<file path="config.mk">
export PLATFORM = sky130hd
export DESIGN_NAME = sdram_access_arbiter_flat
export DESIGN_NICKNAME = d
export VERILOG_FILES = /design/src/rtl/sdram_access_arbiter_if.sv /design/src/rtl/sdram_access_arbiter.sv /design/src/flat_wrapper.sv
export SDC_FILE = /design/constraint.sdc
export NUM_CORES = 1
export LEC_CHECK = 0
export CORE_ASPECT_RATIO = 1.4
export CORE_UTILIZATION = 40
export DETAILED_ROUTE_END_ITERATION = 7
export GPL_TIMING_DRIVEN = 0
export MAX_ROUTING_LAYER = met4
export PLACE_DENSITY = 0.7
export REMOVE_ABC_BUFFERS = 1
export SLEW_MARGIN = 10
export SYNTH_ARGS = -nofsm -noshare
export SYNTH_HDL_FRONTEND = slang
export SYNTH_SLANG_ARGS = --single-unit
</file>
<file path="constraint.sdc">
create_clock -name clk -period 6.3 [get_ports clk]
set_input_delay 1.575 -clock clk [delete_from_list [all_inputs] [get_ports clk]]
set_output_delay 1.575 -clock clk [all_outputs]
set_load 0.02 [all_outputs]
</file>
<file path="src/rtl/sdram_access_arbiter_if.sv">
// 16-bit Avalon-MM SDRAM slave bus shared by the access arbiter.
// The master modport is the arbiter side, the slave modport the SDRAM controller side.
interface sdram_access_arbiter_if #(
  parameter int unsigned ADDR_BITS = 21
) ();
  logic [ADDR_BITS:0] address;
  logic [1:0]         byteenable_n;
  logic               chipselect;
  logic [15:0]        writedata;
  logic               read_n;
  logic               write_n;
  logic [15:0]        readdata;
  logic               waitrequest;
  logic               readdatavalid;

  modport master (
    output address, byteenable_n, chipselect, writedata, read_n, write_n,
    input  readdata, waitrequest, readdatavalid
  );

  modport slave (
    input  address, byteenable_n, chipselect, writedata, read_n, write_n,
    output readdata, waitrequest, readdatavalid
  );
endinterface

</file>
<file path="src/rtl/sdram_access_arbiter.sv">
// Shares one 16-bit SDRAM slave port between the loader (write-only) and the MCU data port,
// splitting each 32-bit access into two halfword beats. Optional macro: SDRAM_ARB_ROUND_ROBIN_EN.
module sdram_access_arbiter #(
  parameter int unsigned ADDR_BITS  = 21,
  parameter int unsigned RD_TIMEOUT = 255
) (
  input  logic                 clk,
  input  logic                 reset_n,
  input  logic [ADDR_BITS-1:0] loader_mem_addr,
  input  logic                 loader_mem_write_en,
  input  logic [3:0]           loader_mem_byte_enable,
  input  logic [31:0]          loader_mem_write_data,
  output logic                 loader_ack,
  input  logic [ADDR_BITS-1:0] mcu_mem_addr,
  input  logic                 mcu_mem_read_en,
  input  logic                 mcu_mem_write_en,
  input  logic [3:0]           mcu_mem_byte_enable,
  input  logic [31:0]          mcu_mem_write_data,
  output logic [31:0]          mcu_mem_read_data,
  output logic                 mcu_ack,
  sdram_access_arbiter_if.master sdram_slave
);

  localparam int unsigned TMO_W           = $clog2(RD_TIMEOUT + 1);
  localparam logic [31:0] RD_TIMEOUT_DATA = 32'hDEAD_BEEF;

  typedef enum logic [2:0] {IDLE, ISSUE_LO, ISSUE_HI, WAIT_RD, DONE} state_t;
  typedef enum logic {OWN_MCU = 1'b0, OWN_LOADER = 1'b1} owner_t;

  typedef struct packed {
    logic                 cs;
    logic                 read_n;
    logic                 write_n;
    logic [1:0]           be_n;
    logic [ADDR_BITS:0]   addr;
    logic [15:0]          data;
  } cmd_t;

  typedef struct packed {
    owner_t               owner;
    logic                 wr;
    logic [ADDR_BITS-1:0] addr;
    logic [3:0]           be;
    logic [31:0]          data;
  } req_t;

  localparam cmd_t CMD_RESET = '{cs: 1'b0, read_n: 1'b1, write_n: 1'b1, be_n: 2'b11,
                                 addr: '0, data: 16'h0000};

  state_t             state_q, state_d;
  req_t               req_q, req_d, new_req;
  cmd_t               cmd_q, cmd_d;
  logic [1:0]         rd_cnt_q, rd_cnt_d;
  logic [TMO_W-1:0]   tmo_q, tmo_d;
  logic [15:0]        rd_lo_q, rd_lo_d;
  logic [31:0]        rdata_q, rdata_d;
  logic               loader_ack_q, loader_ack_d;
  logic               mcu_ack_q, mcu_ack_d;
  logic               loader_req, mcu_req, grant_loader, rd_strobe;
`ifdef SDRAM_ARB_ROUND_ROBIN_EN
  owner_t             last_grant_q, last_grant_d;
`endif

  // Command for one halfword beat of a latched request; reads always enable both bytes.
  function automatic cmd_t beat_cmd(input req_t r, input logic hi);
    cmd_t c;
    c.cs      = 1'b1;
    c.read_n  = r.wr;
    c.write_n = ~r.wr;
    c.be_n    = r.wr ? ~(hi ? r.be[3:2] : r.be[1:0]) : 2'b00;
    c.addr    = {r.addr, hi};
    c.data    = hi ? r.data[31:16] : r.data[15:0];
    return c;
  endfunction

  always_comb begin
    state_d      = state_q;
    req_d        = req_q;
    cmd_d        = cmd_q;
    cmd_d.cs     = 1'b0;
    cmd_d.read_n = 1'b1;
    cmd_d.write_n = 1'b1;
    cmd_d.be_n   = 2'b11;
    rd_cnt_d     = rd_cnt_q;
    tmo_d        = tmo_q;
    rd_lo_d      = rd_lo_q;
    rdata_d      = rdata_q;
    loader_ack_d = 1'b0;
    mcu_ack_d    = 1'b0;
`ifdef SDRAM_ARB_ROUND_ROBIN_EN
    last_grant_d = last_grant_q;
`endif

    loader_req = loader_mem_write_en;
    mcu_req    = mcu_mem_read_en | mcu_mem_write_en;
`ifdef SDRAM_ARB_ROUND_ROBIN_EN
    grant_loader = loader_req & (~mcu_req | (last_grant_q == OWN_MCU));
`else
    grant_loader = loader_req;
`endif

    // A simultaneous MCU read+write is served as a write.
    new_req.owner = grant_loader ? OWN_LOADER : OWN_MCU;
    new_req.wr    = grant_loader | mcu_mem_write_en;
    new_req.addr  = grant_loader ? loader_mem_addr        : mcu_mem_addr;
    new_req.be    = grant_loader ? loader_mem_byte_enable : mcu_mem_byte_enable;
    new_req.data  = grant_loader ? loader_mem_write_data  : mcu_mem_write_data;

    // Low-half data can return while the high beat is still stalled.
    rd_strobe = sdram_slave.readdatavalid & ~req_q.wr &
                ((state_q == ISSUE_HI) | (state_q == WAIT_RD));
    if (rd_strobe) begin
      if (rd_cnt_q == 2'd0) begin
        rd_lo_d  = sdram_slave.readdata;
        rd_cnt_d = 2'd1;
      end else if (rd_cnt_q == 2'd1) begin
        rdata_d  = {sdram_slave.readdata, rd_lo_q};
        rd_cnt_d = 2'd2;
      end
    end

    case (state_q)
      IDLE: begin
        if (loader_req | mcu_req) begin
          req_d = new_req;
`ifdef SDRAM_ARB_ROUND_ROBIN_EN
          last_grant_d = new_req.owner;
`endif
          if (new_req.wr && (new_req.be[1:0] == 2'b00)) begin
            if (new_req.be[3:2] == 2'b00) begin
              state_d = DONE;
            end else begin
              state_d = ISSUE_HI;
              cmd_d   = beat_cmd(new_req, 1'b1);
            end
          end else begin
            state_d = ISSUE_LO;
            cmd_d   = beat_cmd(new_req, 1'b0);
          end
        end
      end
      ISSUE_LO: begin
        if (sdram_slave.waitrequest) begin
          cmd_d = cmd_q;
        end else if (!req_q.wr || (req_q.be[3:2] != 2'b00)) begin
          state_d = ISSUE_HI;
          cmd_d   = beat_cmd(req_q, 1'b1);
        end else begin
          state_d = DONE;
        end
      end
      ISSUE_HI: begin
        if (sdram_slave.waitrequest) begin
          cmd_d = cmd_q;
        end else if (req_q.wr) begin
          state_d = DONE;
        end else begin
          tmo_d   = '0;
          state_d = (rd_cnt_d == 2'd2) ? DONE : WAIT_RD;
        end
      end
      WAIT_RD: begin
        if (rd_cnt_d == 2'd2) begin
          state_d = DONE;
        end else if (tmo_q == TMO_W'(RD_TIMEOUT - 1)) begin
          state_d = DONE;
          rdata_d = RD_TIMEOUT_DATA;
        end else begin
          tmo_d = tmo_q + TMO_W'(1);
        end
      end
      DONE:    state_d = IDLE;
      default: state_d = IDLE;
    endcase

    // Stale read strobes arriving in IDLE must not carry into the next read.
    if (state_d == IDLE) begin
      rd_cnt_d = 2'd0;
      tmo_d    = '0;
    end

    loader_ack_d = (state_d == DONE) && (req_d.owner == OWN_LOADER);
    mcu_ack_d    = (state_d == DONE) && (req_d.owner == OWN_MCU);
  end

  always_ff @(posedge clk or negedge reset_n) begin
    if (!reset_n) begin
      state_q      <= IDLE;
      req_q        <= '0;
      cmd_q        <= CMD_RESET;
      rd_cnt_q     <= 2'd0;
      tmo_q        <= '0;
      rd_lo_q      <= 16'h0000;
      rdata_q      <= 32'h0000_0000;
      loader_ack_q <= 1'b0;
      mcu_ack_q    <= 1'b0;
`ifdef SDRAM_ARB_ROUND_ROBIN_EN
      last_grant_q <= OWN_MCU;
`endif
    end else begin
      state_q      <= state_d;
      req_q        <= req_d;
      cmd_q        <= cmd_d;
      rd_cnt_q     <= rd_cnt_d;
      tmo_q        <= tmo_d;
      rd_lo_q      <= rd_lo_d;
      rdata_q      <= rdata_d;
      loader_ack_q <= loader_ack_d;
      mcu_ack_q    <= mcu_ack_d;
`ifdef SDRAM_ARB_ROUND_ROBIN_EN
      last_grant_q <= last_grant_d;
`endif
    end
  end

  assign sdram_slave.chipselect   = cmd_q.cs;
  assign sdram_slave.read_n       = cmd_q.read_n;
  assign sdram_slave.write_n      = cmd_q.write_n;
  assign sdram_slave.byteenable_n = cmd_q.be_n;
  assign sdram_slave.address      = cmd_q.addr;
  assign sdram_slave.writedata    = cmd_q.data;
  assign loader_ack               = loader_ack_q;
  assign mcu_ack                  = mcu_ack_q;
  assign mcu_mem_read_data        = rdata_q;

endmodule

</file>
<file path="src/flat_wrapper.sv">
// flat-port wrapper written by rule: the top's interface ports become plain ports
module sdram_access_arbiter_flat 
#(
  parameter int unsigned ADDR_BITS  = 21,
  parameter int unsigned RD_TIMEOUT = 255
)
  (clk, reset_n, loader_mem_addr, loader_mem_write_en, loader_mem_byte_enable, loader_mem_write_data, loader_ack, mcu_mem_addr, mcu_mem_read_en, mcu_mem_write_en, mcu_mem_byte_enable, mcu_mem_write_data, mcu_mem_read_data, mcu_ack, sdram_slave_address, sdram_slave_byteenable_n, sdram_slave_chipselect, sdram_slave_writedata, sdram_slave_read_n, sdram_slave_write_n, sdram_slave_readdata, sdram_slave_waitrequest, sdram_slave_readdatavalid);
  sdram_access_arbiter_if #(.ADDR_BITS(ADDR_BITS)) sdram_slave_i ();
  input  logic clk;
  input  logic reset_n;
  input  logic [ADDR_BITS-1:0] loader_mem_addr;
  input  logic loader_mem_write_en;
  input  logic [3:0] loader_mem_byte_enable;
  input  logic [31:0] loader_mem_write_data;
  output logic loader_ack;
  input  logic [ADDR_BITS-1:0] mcu_mem_addr;
  input  logic mcu_mem_read_en;
  input  logic mcu_mem_write_en;
  input  logic [3:0] mcu_mem_byte_enable;
  input  logic [31:0] mcu_mem_write_data;
  output logic [31:0] mcu_mem_read_data;
  output logic mcu_ack;
  output wire logic [$bits(sdram_slave_i.address)-1:0] sdram_slave_address;
  output wire logic [$bits(sdram_slave_i.byteenable_n)-1:0] sdram_slave_byteenable_n;
  output wire logic [$bits(sdram_slave_i.chipselect)-1:0] sdram_slave_chipselect;
  output wire logic [$bits(sdram_slave_i.writedata)-1:0] sdram_slave_writedata;
  output wire logic [$bits(sdram_slave_i.read_n)-1:0] sdram_slave_read_n;
  output wire logic [$bits(sdram_slave_i.write_n)-1:0] sdram_slave_write_n;
  input wire logic [$bits(sdram_slave_i.readdata)-1:0] sdram_slave_readdata;
  input wire logic [$bits(sdram_slave_i.waitrequest)-1:0] sdram_slave_waitrequest;
  input wire logic [$bits(sdram_slave_i.readdatavalid)-1:0] sdram_slave_readdatavalid;
  assign sdram_slave_address = sdram_slave_i.address;
  assign sdram_slave_byteenable_n = sdram_slave_i.byteenable_n;
  assign sdram_slave_chipselect = sdram_slave_i.chipselect;
  assign sdram_slave_writedata = sdram_slave_i.writedata;
  assign sdram_slave_read_n = sdram_slave_i.read_n;
  assign sdram_slave_write_n = sdram_slave_i.write_n;
  assign sdram_slave_i.readdata = sdram_slave_readdata;
  assign sdram_slave_i.waitrequest = sdram_slave_waitrequest;
  assign sdram_slave_i.readdatavalid = sdram_slave_readdatavalid;
  sdram_access_arbiter #(.ADDR_BITS(ADDR_BITS), .RD_TIMEOUT(RD_TIMEOUT)) u_core (.clk(clk), .reset_n(reset_n), .loader_mem_addr(loader_mem_addr), .loader_mem_write_en(loader_mem_write_en), .loader_mem_byte_enable(loader_mem_byte_enable), .loader_mem_write_data(loader_mem_write_data), .loader_ack(loader_ack), .mcu_mem_addr(mcu_mem_addr), .mcu_mem_read_en(mcu_mem_read_en), .mcu_mem_write_en(mcu_mem_write_en), .mcu_mem_byte_enable(mcu_mem_byte_enable), .mcu_mem_write_data(mcu_mem_write_data), .mcu_mem_read_data(mcu_mem_read_data), .mcu_ack(mcu_ack), .sdram_slave(sdram_slave_i));
endmodule
</file>
==> metrics.cfg, run 1 <==
[status]
result_of_the_run=finished, final reports clean

[cells_and_area]
layout_cell_share_with_drive_strength_beyond_1=0.111
post_route_cell_area_um2=10200
postLayoutCoreUtil=0.586
nNetsFinal=1079
area_growth_syn_to_layout_pct=43.8
n_antenna_cell=0

[detailed_routing]
routed_vias=6018
via_per_inst=5.07
postRouteWirelength_um=18100
wl_per_instance_um=15.3
drt_iter0_markers=251
detailedRoute.firstPassIterationCount=4
drc=0
final_antenna_net_count=0

[clock_network]
clock-root-buffer=sky130_fd_sc_hd__clkbuf_16
worst_setup_hold_path_clk_slew_ns=0.07
post_cts.repair.setup_buffers=0
cts_max_path_buffers=2
tritoncts=built
cts_inserted_buffers=17
post_cts_resize_count=0
ctsHoldBuffers=0
cts.sink_count=147
clock_latency_ns=0.42
htree_levels=4

[sta]
slew_violations=0
whs_ns=0.474
setup_viol=0
worst_slew_pin_slew_ns=1.02
period_share=0.763
setup_repair_after_global_routing_missed_its_margin=false
max_freq_ghz=0.208
final_critical_path_setup_slack_ns=1.49
timing_hold_violations_final=0
finalClockSkew_ns=0.0113
post-route-min-period_ns=4.81
timing.slew.headroom=0.314

[power_and_ir_drop]
static-leakage-power_nw=4.44
p_per_area_nw_per_um2=430
clkPwrFrac=0.239
relative_contribution_of_sequential_cells_to_total_power=0.346
power.share.combinational=0.415
vdd_ir_drop_max_v=0.000234
total_switching_power_w=0.00167
intPower_w=0.00270
switching_share=0.382

[setup_path]
crit_type=primary input to flip-flop
critPathMaxFanout=47
cpPeakStageDelay_ns=0.93
worstPathArrival_ns=5.14
setup.worst_path.end_class=flip-flop
element_type_at_the_critical_path_start=primary input
critical-path-slowest-cell=sky130_fd_sc_hd__nand3b_1
timing.critical_path.buf_inv=2
critPathRequiredTime_ns=6.64
cpLargestDelayFamily=simple AND/OR/NAND/NOR gates
critical_path_cell_by_cell=buf_4, buf_16, o31a_1, nand3b_1, and4b_1, and3_1, nor3_2

[logic_synthesis]
synth_top_flop_cell=sky130_fd_sc_hd__dfrtp_1
synthCells=743
synth_area_um2=7060
synth_largest_type_area_fraction=0.507
yosys-top-cells-area=sky130_fd_sc_hd__dfrtp_1 51%, sky130_fd_sc_hd__nand2_1 10%, sky130_fd_sc_hd__mux2_2 6.5%
synth.most_common_cell=sky130_fd_sc_hd__nand2_1
yosysSeqAreaShare=0.521
synth_top_area_cell=sky130_fd_sc_hd__dfrtp_1
synth_seq_cells=147
asyncSetResetFlopFracSynth=1.00
synthesis.area_per_instance_um2=9.51
yosys_warnings=0
synth_edf_count=0
synth.cells.most_frequent=195 x sky130_fd_sc_hd__nand2_1, 143 x sky130_fd_sc_hd__dfrtp_1, 63 x sky130_fd_sc_hd__o21ai_0
synth.distinct_cells=49

[place]
io_buffer_count=213
post-dp-hpwl_um=12800
place_ws_ns=0.990
finalWeightedCongestion=0.771
post_dp_cell_area_um2=9530

[floorplanning]
chipHeight_um=159
floorplan.initialDensity=0.408
design.core.area_um2=17300
die_area_um2=18200
die_w_um=114
io_pins=214
placement_rows=57

[global_route]
grt_antenna_before_repair=0
grt.met1_usage=0.244
grt_start_max_net_pins=100
grt.met3_usage=0.0506
grt_pass1_vias=6046
grtUsageMet2=0.369
grt_overflow=0
grt_first_pass_wirelength_um=29700
overall_routing_resource_usage=0.215
grt-busiest-layer=met2

[job]
timing.max_cap.violations=0

[hold_path]
hp-class=flip-flop to flip-flop

[worst paths after layout]
path	from	to	slack, ns	cells after the start
setup reg to reg	u_core.state_q[0]$_DFF_PN0_	u_core.tmo_q[5]$_DFFE_PN0P_	2.28	6
max in group asynchronous	reset_n	u_core.req_q[30]$_DFFE_PN0P_	4.45	2
hold reg to reg	u_core.sdram_slave.chipselect$_DFFE_PN0P_	u_core.sdram_slave.chipselect$_DFFE_PN0P_	0.47	2
min in group asynchronous	reset_n	u_core.req_q[57]$_DFFE_PN0P_	1.05	1
setup / recovery	loader_mem_write_en	u_core.tmo_q[5]$_DFFE_PN0P_	1.49	7
hold / removal	u_core.sdram_slave.chipselect$_DFFE_PN0P_	u_core.sdram_slave.chipselect$_DFFE_PN0P_	0.47	2
[per-stage QoR]
stage,total power (W),TNS (ns),std cells
6_report,0.00437,0,1187
5_1_grt,0.00466,0,1187
4_1_cts,0.00441,0,1186
3_5_place_dp,0.00335,0,1154
3_3_place_gp,0.00322,-694.37,1144
2_1_floorplan,0.00250,0,695
[registers in the layout, indices dropped and copies added, names as in the netlist]
| register | count |
|---|---|
| u_core.sdram_slave.read_n | 1 |
| u_core.state_q | 3 |
| u_core.mcu_ack | 1 |
| u_core.sdram_slave.writedata | 16 |
| u_core.sdram_slave.byteenable_n | 2 |
| u_core.rd_lo_q | 16 |
| u_core.loader_ack | 1 |
| u_core.sdram_slave.address | 22 |
| u_core.tmo_q | 8 |
| u_core.mcu_mem_read_data | 32 |
| u_core.sdram_slave.write_n | 1 |
| u_core.sdram_slave.chipselect | 1 |
| u_core.rd_cnt_q | 2 |
| u_core.req_q | 41 |
[area by class of cell]
type | instances | area [um^2]
clock inverter | 15 | 183
multi-input combinational | 540 | 3200
timing repair buffer | 224 | 2340
tap | 236 | 295
clock buffer | 17 | 425
inverter | 8 | 30.0
fill | 1551 | 7170
sequential | 147 | 3680
[power groups by stage]
| stage | combinational (W) | clock [W] | sequential [W] |
|---|---|---|---|
| finish | 0.00181 | 0.00105 | 0.00151 |
| floorplan | 0.000849 | 0 | 0.00165 |
| global placement | 0.00171 | 0 | 0.00151 |
| global route | 0.00201 | 0.00110 | 0.00155 |
| detailed placement | 0.00183 | 0 | 0.00152 |
| CTS | 0.00184 | 0.00107 | 0.00151 |
[cell usage in the layout (no fill, tap or decap), types with 3 or more instances in the layout]
cell type / netlist / routed
sky130_fd_sc_hd__inv_1: 8 / 8
sky130_fd_sc_hd__nand2_1: 195 / 195
sky130_fd_sc_hd__a211oi_1: 16 / 16
sky130_fd_sc_hd__nor3_2: 7 / 6
sky130_fd_sc_hd__nand3b_1: 4 / 4
sky130_fd_sc_hd__clkinv_4: 0 / 3
sky130_fd_sc_hd__mux2_2: 41 / 41
sky130_fd_sc_hd__mux2i_1: 35 / 35
sky130_fd_sc_hd__inv_6: 0 / 5
sky130_fd_sc_hd__nand2b_1: 3 / 3
sky130_fd_sc_hd__nor3b_1: 5 / 4
sky130_fd_sc_hd__dfrtp_1: 143 / 143
sky130_fd_sc_hd__a22oi_1: 21 / 21
sky130_fd_sc_hd__xnor2_1: 5 / 5
sky130_fd_sc_hd__clkbuf_16: 0 / 17
sky130_fd_sc_hd__nor2_1: 50 / 49
sky130_fd_sc_hd__clkdlybuf4s50_1: 0 / 211
sky130_fd_sc_hd__nand3_1: 28 / 28
sky130_fd_sc_hd__dfstp_2: 4 / 4
sky130_fd_sc_hd__o21ai_0: 63 / 63
sky130_fd_sc_hd__inv_8: 0 / 4
sky130_fd_sc_hd__nor2b_1: 7 / 7
sky130_fd_sc_hd__buf_16: 0 / 4
sky130_fd_sc_hd__nor3_1: 7 / 7
sky130_fd_sc_hd__buf_8: 0 / 5
sky130_fd_sc_hd__a21oi_1: 19 / 19
sky130_fd_sc_hd__ha_1: 4 / 4
[tightest hold or removal path, cell delays in order (launching register included)]
cell and delay (ns):
sky130_fd_sc_hd__dfrtp_1 0.34, sky130_fd_sc_hd__nand2_1 0.05, sky130_fd_sc_hd__nand2_1 0.05
[layer usage]
layer / routed length [um] / part of all wire
met1: 7390 / 0.41
met2: 9370 / 0.52
met3: 1130 / 0.062
met4: 256 / 0.014
met5: 0 / 0
[cells by family (layout without fill, tap and decap cells)]
kind of cell / Yosys count / count (layout) / synth area share
AND/OR/NAND/NOR: 320 / 320 / 0.202
adder cells (fa/ha/maj): 4 / 4 / 0.00708
multiplexers: 76 / 76 / 0.115
flip-flops: 147 / 147 / 0.521
buffers and inverters: 56 / 264 / 0.0322
XOR/XNOR: 6 / 6 / 0.00744
AO/OA/AOI/OAI: 134 / 134 / 0.115
Note: power is estimated with default switching activity, not from simulation.
==> run 2: changes to the inputs <==
--- a/config.mk
+++ b/config.mk
@@ -10,7 +10,7 @@
 export DETAILED_ROUTE_END_ITERATION = 7
 export GPL_TIMING_DRIVEN = 0
 export MAX_ROUTING_LAYER = met4
-export PLACE_DENSITY = 0.7
+export PLACE_DENSITY = 0.73
 export REMOVE_ABC_BUFFERS = 1
 export SLEW_MARGIN = 10
 export SYNTH_ARGS = -nofsm -noshare
==> constraint.sdc (replaced) <==
create_clock -name clk -period 4.3 [get_ports clk]
set_input_delay 1.075 -clock clk [delete_from_list [all_inputs] [get_ports clk]]
set_output_delay 1.075 -clock clk [all_outputs]
set_load 0.02 [all_outputs]
==> metrics.cfg, run 2 (same netlist as run 1, synthesis figures left out) <==
[sta]
finalClockSkew_ns=0.00697  ; -0.00431 ns
max_freq_ghz=0.278
worst_slew_pin_slew_ns=1.03  ; +0.00877 ns
period_share=0.838
setup_viol=0  ; unchanged
slew_violations=0  ; unchanged
timing.slew.headroom=0.309  ; -0.00589
setup_repair_after_global_routing_missed_its_margin=false
post-route-min-period_ns=3.60
timing_hold_violations_final=0  ; unchanged

[setup_path]
regToRegSetupSlack_ns=1.06  ; -1.22 ns
element_type_at_the_critical_path_start=primary input
worstReg2RegEnd=u_core.tmo_q[6]$_DFFE_PN0P_
critPathMaxFanout=40  ; -15%
cpPeakStageDelay_ns=0.65  ; -0.28 ns
critical-path-slowest-cell=sky130_fd_sc_hd__nand2_1
cpLargestDelayFamily=simple AND/OR/NAND/NOR gates
timing.critical_path.buf_inv=2  ; unchanged
setup.worst_path.end_class=flip-flop
reg2reg_from=u_core.state_q[0]$_DFF_PN0_
critPathRequiredTime_ns=4.64  ; -2.00 ns
worstPathArrival_ns=3.94  ; -1.20 ns
critical_path_cell_by_cell=buf_4, buf_12, o31a_2, nand2_1, o211a_1, and3_1, nor3_2
crit_type=primary input to flip-flop
r2r.worst_path.cells=6  ; unchanged

[cells_and_area]
postLayoutCoreUtil=0.586  ; about the same
registers.top_by_ff_count=u_core.req_q
nNetsFinal=1079  ; unchanged
final_cell_mix=211 x sky130_fd_sc_hd__clkdlybuf4s50_1, 195 x sky130_fd_sc_hd__nand2_1, 143 x sky130_fd_sc_hd__dfrtp_1, 63 x sky130_fd_sc_hd__o21ai_0, 49 x sky130_fd_sc_hd__nor2_1
multi_input_combinational_cell_area_um2=3200  ; about the same
n_antenna_cell=0  ; unchanged
layout_cell_share_with_drive_strength_beyond_1=0.114  ; +0.00210
area_growth_syn_to_layout_pct=43.6  ; about the same
largest_register_ffs=41  ; unchanged
layout.filler_cells=1557  ; +0.39%
layout_commonest_cell=sky130_fd_sc_hd__clkdlybuf4s50_1
register_area_um2=3680  ; unchanged

[floorplanning]
design.core.area_um2=17300  ; unchanged
die_area_um2=18200  ; unchanged
die_w_um=114  ; unchanged
placement_rows=57  ; unchanged
chipHeight_um=159  ; unchanged
floorplan.initialDensity=0.408  ; unchanged
io_pins=214  ; unchanged

[status]
result_of_the_run=finished, final reports clean

[place]
finalWeightedCongestion=0.807  ; +4.7%
post-dp-hpwl_um=12800  ; -0.28%
io_buffer_count=213  ; unchanged

[clock_network]
tritoncts=built
cts.sink_count=147  ; unchanged
ctsHoldBuffers=0  ; unchanged
cts_max_path_buffers=2  ; unchanged
worst_setup_hold_path_clk_slew_ns=0.06  ; about the same
clock_latency_ns=0.42  ; about the same
clock-root-buffer=sky130_fd_sc_hd__clkbuf_16
htree_levels=4  ; unchanged
cts_inserted_buffers=17  ; unchanged

[detailed_routing]
wl_per_instance_um=15.4  ; +0.76%
via_per_inst=5.10  ; +0.55%
routed_vias=6051  ; +0.55%
final_antenna_net_count=0  ; unchanged
detailedRoute.firstPassIterationCount=4  ; unchanged
drc=0  ; unchanged
drt_iter0_markers=298  ; +19%
postRouteWirelength_um=18300  ; +0.76%

[hold_path]
hold-path-cell-count=2  ; unchanged
hp-class=flip-flop to flip-flop
min_to=u_core.req_q[46]$_DFFE_PN0P_
holdCritStartpoint=u_core.req_q[46]$_DFFE_PN0P_

[global_route]
grt_pass1_vias=6037  ; -0.15%
overall_routing_resource_usage=0.218  ; +0.00300
grt_first_pass_wirelength_um=30100  ; +1.2%
grt_overflow=0  ; unchanged
grt_antenna_before_repair=0  ; unchanged
grt_start_max_net_pins=98  ; -2.0%

[power_and_ir_drop]
p_total_w=0.00639  ; +46%
static-leakage-power_nw=4.44  ; about the same
vdd_ir_drop_max_v=0.000280  ; +20%
p_per_area_nw_per_um2=630  ; +47%

[job]
timing.max_cap.violations=0  ; unchanged

-- run 2: changes by cell type in the layout (fill, tap and decap cells not counted) --
cell	previous run	this run
sky130_fd_sc_hd__o31a_2	0	1
sky130_fd_sc_hd__inv_8	4	2
sky130_fd_sc_hd__clkinv_8	0	2
sky130_fd_sc_hd__buf_4	2	3
sky130_fd_sc_hd__clkinv_2	0	1
sky130_fd_sc_hd__clkinvlp_4	1	0
sky130_fd_sc_hd__o21a_2	0	1
sky130_fd_sc_hd__o31a_1	1	0
sky130_fd_sc_hd__buf_16	4	3
sky130_fd_sc_hd__o21a_1	2	1
-- run 2: timing repair --
action	in CTS	in global routing
setup buffers	1	0
pin swaps	1	0
setup endpoints to repair	10	41
gates resized for setup	0	2
cloned	0	0
-- run 2: worst max-delay path by stage --
| stage | start | endpoint | cells past startpoint |
|---|---|---|---|
| after global placement | loader_mem_write_en | u_core.rd_cnt_q[0]$_DFF_PN0_ | 6 |
| after floorplan | loader_mem_write_en | u_core.rd_cnt_q[0]$_DFF_PN0_ | 5 |
| final | loader_mem_write_en | u_core.tmo_q[6]$_DFFE_PN0P_ | 7 |
| after detailed placement | loader_mem_write_en | u_core.tmo_q[2]$_DFFE_PN0P_ | 7 |
| after global routing | loader_mem_write_en | u_core.tmo_q[6]$_DFFE_PN0P_ | 7 |
| after CTS | loader_mem_write_en | u_core.sdram_slave.address[18]$_DFFE_PN0P_ | 8 |
-- run 2: per-layer routing --
metal  GRT usage  wire (um)  up-vias
met5           -          0        -
met4      0.0726        264        0
met3      0.0384        828       22
met2       0.377       9610      172
met1       0.253       7570     2915
li1            -          -     2942
-- run 2: stage by stage --
step                      setup TNS (ns)  instances  area (um^2)  hold WS (ns)  setup slack, ns
after global routing                   0       1187        10100         0.500            0.483
after floorplan                   -17.09        695         6870         0.446           -0.798
final                                  0       1187        10100         0.477            0.699
after global placement          -1076.28       1144         9290         0.457            -6.42
after CTS                              0       1186        10100         0.479           0.0652
after detailed placement          -17.42       1153         9510         0.463           -0.621
-- run 2: layout make-up --
type | instances | area share
multi-input cells | 540 | 0.315
well taps | 236 | 0.0291
inverters | 8 | 0.00296
flip-flops and latches | 147 | 0.363
repair buffers | 224 | 0.229
clock buffers | 17 | 0.0419
clock inverters | 15 | 0.0187
-- run 2: power by group --
part / switching [W] / internal, W
Clock: 0.000643 / 0.000883
Combinational: 0.00150 / 0.00115
Sequential: 0.000309 / 0.00191
-- run 2: worst min-delay path, cell delays in order (launching register included) --
cell and delay (ns):
sky130_fd_sc_hd__dfrtp_1 0.34, sky130_fd_sc_hd__nand2_1 0.05, sky130_fd_sc_hd__nand2_1 0.06
